[src/rtl/dlx_icache_ctrl_pkg.sv]
//============================================================================
// Module      : dlx_icache_ctrl_pkg
// Description : Shared constants and types for the DLX instruction cache.
//               The cache geometry defaults (line width, index, tag and
//               address widths) live here, so the controller's parameters
//               default to the same machine-wide values.
// Revision    : 1.0 - initial release
//============================================================================
`default_nettype none

package dlx_icache_ctrl_pkg;

  // Machine-wide widths
  localparam int ADDRESS_WIDTH = 16;
  localparam int bw_word       = 32;
  localparam int bw_cacheline  = 128;
  localparam int bw_ic_index   = 5;

  // Cache geometry derived from the line width
  localparam int IC_WORDS_PER_LINE = bw_cacheline / bw_word;
  localparam int IC_OFFSET_BITS    = $clog2(bw_cacheline / 8);
  localparam int bw_ic_offset      = IC_OFFSET_BITS;
  localparam int bw_ic_tag         = ADDRESS_WIDTH - bw_ic_index - bw_ic_offset;

  // Miss-handling controller states
  typedef enum logic [1:0] {
    IC_IDLE = 2'd0,
    IC_REQ  = 2'd1,
    IC_FILL = 2'd2,
    IC_RESP = 2'd3
  } icache_state;

endpackage

`default_nettype wire

[src/rtl/dlx_icache_array.sv]
//============================================================================
// Module      : dlx_icache_array
// Description : Tag/valid/data storage of the direct-mapped I-cache.
//               Combinational lookup port, one-word write port used by the
//               line fill, tag commit (which also sets the valid bit) and a
//               bulk clear of the valid bits.
// Revision    : 1.0 - initial release
//============================================================================
`default_nettype none

module dlx_icache_array
  import dlx_icache_ctrl_pkg::*;
#(
  parameter int WORD_W  = bw_word,
  parameter int WPL     = IC_WORDS_PER_LINE,
  parameter int INDEX_W = bw_ic_index,
  parameter int TAG_W   = bw_ic_tag,
  parameter int WSEL_W  = $clog2(WPL)
) (
  input  logic               clk,
  input  logic               rst,
  input  logic               clear,
  // lookup
  input  logic [INDEX_W-1:0] rd_index,
  input  logic [TAG_W-1:0]   rd_tag,
  input  logic [WSEL_W-1:0]  rd_word,
  output logic               rd_hit,
  output logic [WORD_W-1:0]  rd_data,
  // fill
  input  logic               wr_en,
  input  logic [INDEX_W-1:0] wr_index,
  input  logic [WSEL_W-1:0]  wr_word,
  input  logic [WORD_W-1:0]  wr_data,
  input  logic               tag_we,
  input  logic [TAG_W-1:0]   wr_tag
);

  localparam int LINES = 2 ** INDEX_W;

  logic [WORD_W-1:0] r_data [LINES][WPL];
  logic [TAG_W-1:0]  r_tag  [LINES];
  logic [LINES-1:0]  r_valid;

  // Lookup is purely combinational so a hit can be registered in one cycle
  always_comb begin
    rd_hit  = r_valid[rd_index] && (r_tag[rd_index] == rd_tag);
    rd_data = r_data[rd_index][rd_word];
  end

  // Data and tag arrays carry no reset; only the valid bits qualify them
  always_ff @(posedge clk) begin
    if (wr_en) begin
      r_data[wr_index][wr_word] <= wr_data;
    end
    if (tag_we) begin
      r_tag[wr_index] <= wr_tag;
    end
  end

  // Valid bits: reset and clear dominate over a simultaneous line commit
  always_ff @(posedge clk) begin
    if (rst || clear) begin
      r_valid <= '0;
    end else if (tag_we) begin
      r_valid[wr_index] <= 1'b1;
    end
  end

endmodule

`default_nettype wire

[src/rtl/dlx_icache_ctrl.sv]
//============================================================================
// Module      : dlx_icache_ctrl
// Description : Parametrised direct-mapped instruction cache for the DLX
//               fetch stage. One-cycle hits, miss handling with a
//               request/ready handshake followed by an in-order burst of
//               fill beats, global flush and saturating hit/miss counters.
// Revision    : 1.0 - initial release
//============================================================================
`default_nettype none

module dlx_icache_ctrl
  import dlx_icache_ctrl_pkg::*;
#(
  parameter int ADDR_W  = ADDRESS_WIDTH,
  parameter int WORD_W  = bw_word,
  parameter int LINE_W  = bw_cacheline,
  parameter int INDEX_W = bw_ic_index,
  parameter int CNT_W   = 16
) (
  input  logic              clk,
  input  logic              rst,
  input  logic              cpu_req_valid,
  input  logic [ADDR_W-1:0] cpu_addr,
  output logic [WORD_W-1:0] cpu_rdata,
  output logic              cpu_rvalid,
  output logic              cpu_stall,
  input  logic              flush,
  output logic              mem_req_valid,
  output logic [ADDR_W-1:0] mem_req_addr,
  input  logic              mem_req_ready,
  input  logic              mem_rsp_valid,
  input  logic [WORD_W-1:0] mem_rsp_data,
  output logic [CNT_W-1:0]  hit_cnt,
  output logic [CNT_W-1:0]  miss_cnt
);

  localparam int WPL    = LINE_W / WORD_W;
  localparam int OFF_W  = $clog2(LINE_W / 8);
  localparam int TAG_W  = ADDR_W - INDEX_W - OFF_W;
  // Word-select width: offset bits above the byte-in-word bits [1:0]
  localparam int WSEL_W = OFF_W - 2;

  icache_state        r_state;
  logic [INDEX_W-1:0] r_index;
  logic [TAG_W-1:0]   r_tag;
  logic [WSEL_W-1:0]  r_word;
  logic [WSEL_W-1:0]  r_cnt;
  logic [WORD_W-1:0]  r_word_buf;
  logic               r_flush_pend;

  logic [WSEL_W-1:0]  w_req_word;
  logic [INDEX_W-1:0] w_req_index;
  logic [TAG_W-1:0]   w_req_tag;
  logic               w_hit;
  logic [WORD_W-1:0]  w_hit_data;
  logic               w_fill_we;
  logic               w_last_beat;
  logic               w_clear;
  logic               w_unused_addr_lsb;

  // Address split of the incoming fetch
  assign w_req_word  = cpu_addr[OFF_W-1:2];
  assign w_req_index = cpu_addr[OFF_W+INDEX_W-1:OFF_W];
  assign w_req_tag   = cpu_addr[ADDR_W-1:OFF_W+INDEX_W];
  assign w_unused_addr_lsb = &{1'b0, cpu_addr[1:0]};

  assign w_fill_we   = (r_state == IC_FILL) && mem_rsp_valid;
  assign w_last_beat = w_fill_we && (r_cnt == WSEL_W'(WPL - 1));
  // A flush seen during a miss waits until the requested word is delivered
  assign w_clear     = ((r_state == IC_IDLE) && flush) ||
                       ((r_state == IC_RESP) && (r_flush_pend || flush));

  dlx_icache_array #(
    .WORD_W  (WORD_W),
    .WPL     (WPL),
    .INDEX_W (INDEX_W),
    .TAG_W   (TAG_W),
    .WSEL_W  (WSEL_W)
  ) u_array (
    .clk      (clk),
    .rst      (rst),
    .clear    (w_clear),
    .rd_index (w_req_index),
    .rd_tag   (w_req_tag),
    .rd_word  (w_req_word),
    .rd_hit   (w_hit),
    .rd_data  (w_hit_data),
    .wr_en    (w_fill_we),
    .wr_index (r_index),
    .wr_word  (r_cnt),
    .wr_data  (mem_rsp_data),
    .tag_we   (w_last_beat),
    .wr_tag   (r_tag)
  );

  // Controller FSM with registered CPU/memory outputs and counters
  always_ff @(posedge clk) begin
    if (rst) begin
      r_state       <= IC_IDLE;
      r_index       <= '0;
      r_tag         <= '0;
      r_word        <= '0;
      r_cnt         <= '0;
      r_word_buf    <= '0;
      r_flush_pend  <= 1'b0;
      cpu_rdata     <= '0;
      cpu_rvalid    <= 1'b0;
      cpu_stall     <= 1'b0;
      mem_req_valid <= 1'b0;
      mem_req_addr  <= '0;
      hit_cnt       <= '0;
      miss_cnt      <= '0;
    end else begin
      cpu_rvalid <= 1'b0;
      case (r_state)
        IC_IDLE: begin
          if (cpu_req_valid) begin
            // A flush in the same cycle invalidates the line being looked up
            if (w_hit && !flush) begin
              cpu_rvalid <= 1'b1;
              cpu_rdata  <= w_hit_data;
              if (hit_cnt != {CNT_W{1'b1}}) hit_cnt <= hit_cnt + 1'b1;
            end else begin
              r_index       <= w_req_index;
              r_tag         <= w_req_tag;
              r_word        <= w_req_word;
              r_flush_pend  <= 1'b0;
              cpu_stall     <= 1'b1;
              mem_req_valid <= 1'b1;
              mem_req_addr  <= {cpu_addr[ADDR_W-1:OFF_W], {OFF_W{1'b0}}};
              if (miss_cnt != {CNT_W{1'b1}}) miss_cnt <= miss_cnt + 1'b1;
              r_state       <= IC_REQ;
            end
          end
        end
        IC_REQ: begin
          if (flush) r_flush_pend <= 1'b1;
          if (mem_req_ready) begin
            mem_req_valid <= 1'b0;
            r_cnt         <= '0;
            r_state       <= IC_FILL;
          end
        end
        IC_FILL: begin
          if (flush) r_flush_pend <= 1'b1;
          if (mem_rsp_valid) begin
            r_cnt <= r_cnt + 1'b1;
            if (r_cnt == r_word) r_word_buf <= mem_rsp_data;
            if (w_last_beat) begin
              // The requested word may be the final beat itself
              cpu_rdata  <= (r_cnt == r_word) ? mem_rsp_data : r_word_buf;
              cpu_rvalid <= 1'b1;
              cpu_stall  <= 1'b0;
              r_state    <= IC_RESP;
            end
          end
        end
        IC_RESP: begin
          r_flush_pend <= 1'b0;
          r_state      <= IC_IDLE;
        end
        default: r_state <= IC_IDLE;
      endcase
    end
  end

endmodule

`default_nettype wire

[config.mk]
export PLATFORM = sky130hd
export DESIGN_NAME = dlx_icache_ctrl
export DESIGN_NICKNAME = d
export VERILOG_FILES = /design/src/rtl/dlx_icache_ctrl_pkg.sv /design/src/rtl/dlx_icache_array.sv /design/src/rtl/dlx_icache_ctrl.sv
export SDC_FILE = /design/constraint.sdc
export NUM_CORES = 2
export LEC_CHECK = 0
export CORE_UTILIZATION = 40
export CTS_CLUSTER_DIAMETER = 120
export DETAILED_ROUTE_END_ITERATION = 8
export HOLD_SLACK_MARGIN = 0.06
export PLACE_DENSITY = 0.57
export SLEW_MARGIN = 20
export SYNTH_ARGS = -nofsm -noshare
export SYNTH_HDL_FRONTEND = slang
export SYNTH_HIERARCHICAL = 1
export SYNTH_MEMORY_MAX_BITS = 65536
export SYNTH_SLANG_ARGS = --single-unit
[constraint.sdc]
create_clock -name clk -period 8.9 [get_ports clk]
set_clock_uncertainty 0.05 [all_clocks]
set_input_delay 1.335 -clock clk [delete_from_list [all_inputs] [get_ports clk]]
set_output_delay 1.335 -clock clk [all_outputs]
set_load 0.005 [all_outputs]
==> flow_metrics.tcl <==
set metrics [dict create \
    start_kind "input pin" \
    vias_per_cell 5.84 \
    worst_pin_slew_ps 1190 \
    cts_inserted_buffers 441 \
    status "completed" \
    htree_levels 5 \
    ctsLongestPathBuffers 4 \
    row_count 239 \
    cap_violations 0 \
    place_ws_ps 2350 \
    min_period_ps 5720 \
    clk_latency_ps 990 \
    final_common_cell "edfxtp_1" \
    cts_tree "built" \
    cts_setup_buffers 0 \
    critPathMaxFanout 76 \
    p_leak_nw 59.2 \
    die_y_um 656 \
    clockRootBuffer "clkbuf_16" \
    place.gp.congestion 0.844 \
    routedWlPerCell_um 32.6 \
    hpwl_um 238000 \
    peakVddDrop_uv 178 \
    grt_max_degree 137 \
    cp.required_ps 9730 \
    power_mw 44.0 \
    drc 0 \
    yosysUniqueCellTypes 66 \
    place_area_um2 181000 \
    hold_viol 0 \
    track_usage_pct 20.3 \
    ys_warn_count 6 \
    vias 79800 \
    power.density_nw_per_um2 226 \
    worstSetupEndpointType "flip-flop" \
    drtIter0Drc 9172 \
    rsz0062_at_grt "no" \
    ys_ff_latch 4470 \
    final_util_pct 45.9 \
    relSlewSlack_pct 20.4 \
    routed_wl_um 445000 \
    die-area_um2 431000 \
    cts.sinks 4470 \
    antenna_found_initial 62 \
    setup_ws_ps 3180 \
    max_stage_delay_ps 730 \
    port_buffers 130 \
    drt-pass1-iter-count 6 \
    start_util_pct 40.3 \
    grt_pass1_wl_um 619000 \
    avgSynthCellArea_um2 24.0 \
    hold_path.class "reg -> reg" \
    hold_buffers 0 \
    arrival_ps 6560 \
    grt_pass1_vias 80200 \
    synth-edff-count 4320 \
    crit_chain "buf_8 -> buf_4 -> mux4_2 -> mux4_2 -> xnor2_1 -> a41oi_1 -> a2111oi_2 -> nand4b_1 -> o21ai_1 -> and3b_1 -> buf_4 -> a32o_1" \
    drive_gt1_share_pct 31.7 \
    synth_area_um2 171000 \
    ant_nets 0 \
    slew_violations 0 \
    syn_to_final_growth_pct 13.8 \
    async_reset_ff_share_pct 0 \
    ios 137 \
    die_x_um 656 \
    cp_slowest_cell "buf_4" \
    critical_path_class "in -> reg" \
    synthCells 7149 \
    fmax_ghz 0.175 \
    synth_flop_cell "edfxtp_1" \
    timing.final.crit_share_pct 64.3 \
    ctsResizeCount 0 \
    grt_overflow 0 \
    final_cell_area_um2 195000 \
    final_nets 7612 \
    yosysSeqAreaShare_pct 77.5 \
    coreArea_um2 425000 \
    layout_common_cells "edfxtp_1 (4,320), mux4_2 (1,409), clkbuf_16 (447)" \
    setup_viol 0 \
    clk_pin_slew_worst_paths_ps 60 \
    tns_ps 0 \
]
[report_power, final]
part | total (mW) | switching (mW) | internal (mW)
clock network | 18.0 | 7.83 | 10.2
registers | 23.3 | 0.0906 | 23.2
logic | 2.69 | 1.71 | 0.980
total | 44.0 | 9.63 | 34.3
[routing by layer]
metal | track usage (%) | part of all wire (%) | vias to the layer above
met2 | 32.6 | 48 | 3078
met4 | 6.06 | 2.9 | 14
met5 | 0 | 0.019 | -
li1 | - | - | 31800
met3 | 4.21 | 8.0 | 535
met1 | 28.2 | 41 | 44300
[per-stage QoR]
| step | hold WS (ps) | std cells |
|---|---|---|
| after global placement | 399 | 12800 |
| after detailed placement | 398 | 12800 |
| after CTS | 408 | 13600 |
| after floorplan | 383 | 7152 |
| final | 413 | 13700 |
| after global routing | 434 | 13600 |
[worst max-delay path: cells and delay by family]
family          cells  cell delay (ps)
xor+xnor            1              170
simple gates        2              570
buf+inv             3             1600
mux                 2              960
compound gates      4             1750
[final timing paths]
kind | start | end | slack, ps | cells past startpoint
max | cpu_addr[5] | cpu_rdata[12] | 3180 | 12
min | r_word_buf[26] | r_word_buf[26] | 410 | 2
max reg2reg | u_array/r_tag[10][2] | cpu_rdata[12] | 4100 | 10
min reg2reg | r_word_buf[26] | r_word_buf[26] | 410 | 2
[state kept, by name, summed over array words and instances, names as in the netlist, 4 cells and up]
| signal | count |
|---|---|
| u_array/r_tag | 224 |
| u_array/r_valid | 32 |
| r_tag | 7 |
| u_array/r_data | 4096 |
| r_word_buf | 32 |
| cpu_rdata | 32 |
| miss_cnt | 16 |
| hit_cnt | 16 |
| r_index | 4 |
[cells in the mapped netlist (12+ instances only)]
library cell,count,share of area [%]
a21oi_1,54,0.16
nor2b_1,13,0.047
buf_1,45,0.099
mux2_2,37,0.24
edfxtp_1,4320,76
clkbuf_1,240,0.53
o21ai_0,44,0.13
o31ai_1,12,0.053
buf_2,106,0.31
a32o_1,32,0.19
or2_2,33,0.12
nand2_1,97,0.21
or4_1,12,0.053
nand4_1,13,0.047
mux2i_1,20,0.12
nand3_1,77,0.23
nor2_1,232,0.51
dfxtp_1,150,1.8
mux4_2,1409,19
and3_1,37,0.14
a311oi_1,26,0.13
[layout make-up]
| type | count | area (µm²) |
|---|---|---|
| clock buffers | 553 | 11700 |
| flip-flops and latches | 4470 | 133000 |
| well taps | 5663 | 7090 |
| inverters | 9 | 33.8 |
| repair buffers | 362 | 3220 |
| multi-input cells | 2267 | 37800 |
| fillers | 34600 | 230000 |
| clock inverters | 251 | 2170 |
| diodes | 81 | 203 |
[kinds of logic (layout without fill, tap and decap cells)]
family          Yosys count  in the layout  share of synthesized area [%]
xor+xnor                 16             16                         0.0818
other cells               1             85                        0.00219
flops                  4470           4470                           77.5
fa+ha+maj                 7              7                         0.0511
simple gates            570            570                           1.60
compound gates          204            204                          0.831
mux                    1466           1466                           18.9
buf+inv                 415           1175                           1.04
Note: power is estimated with default switching activity, not from simulation.
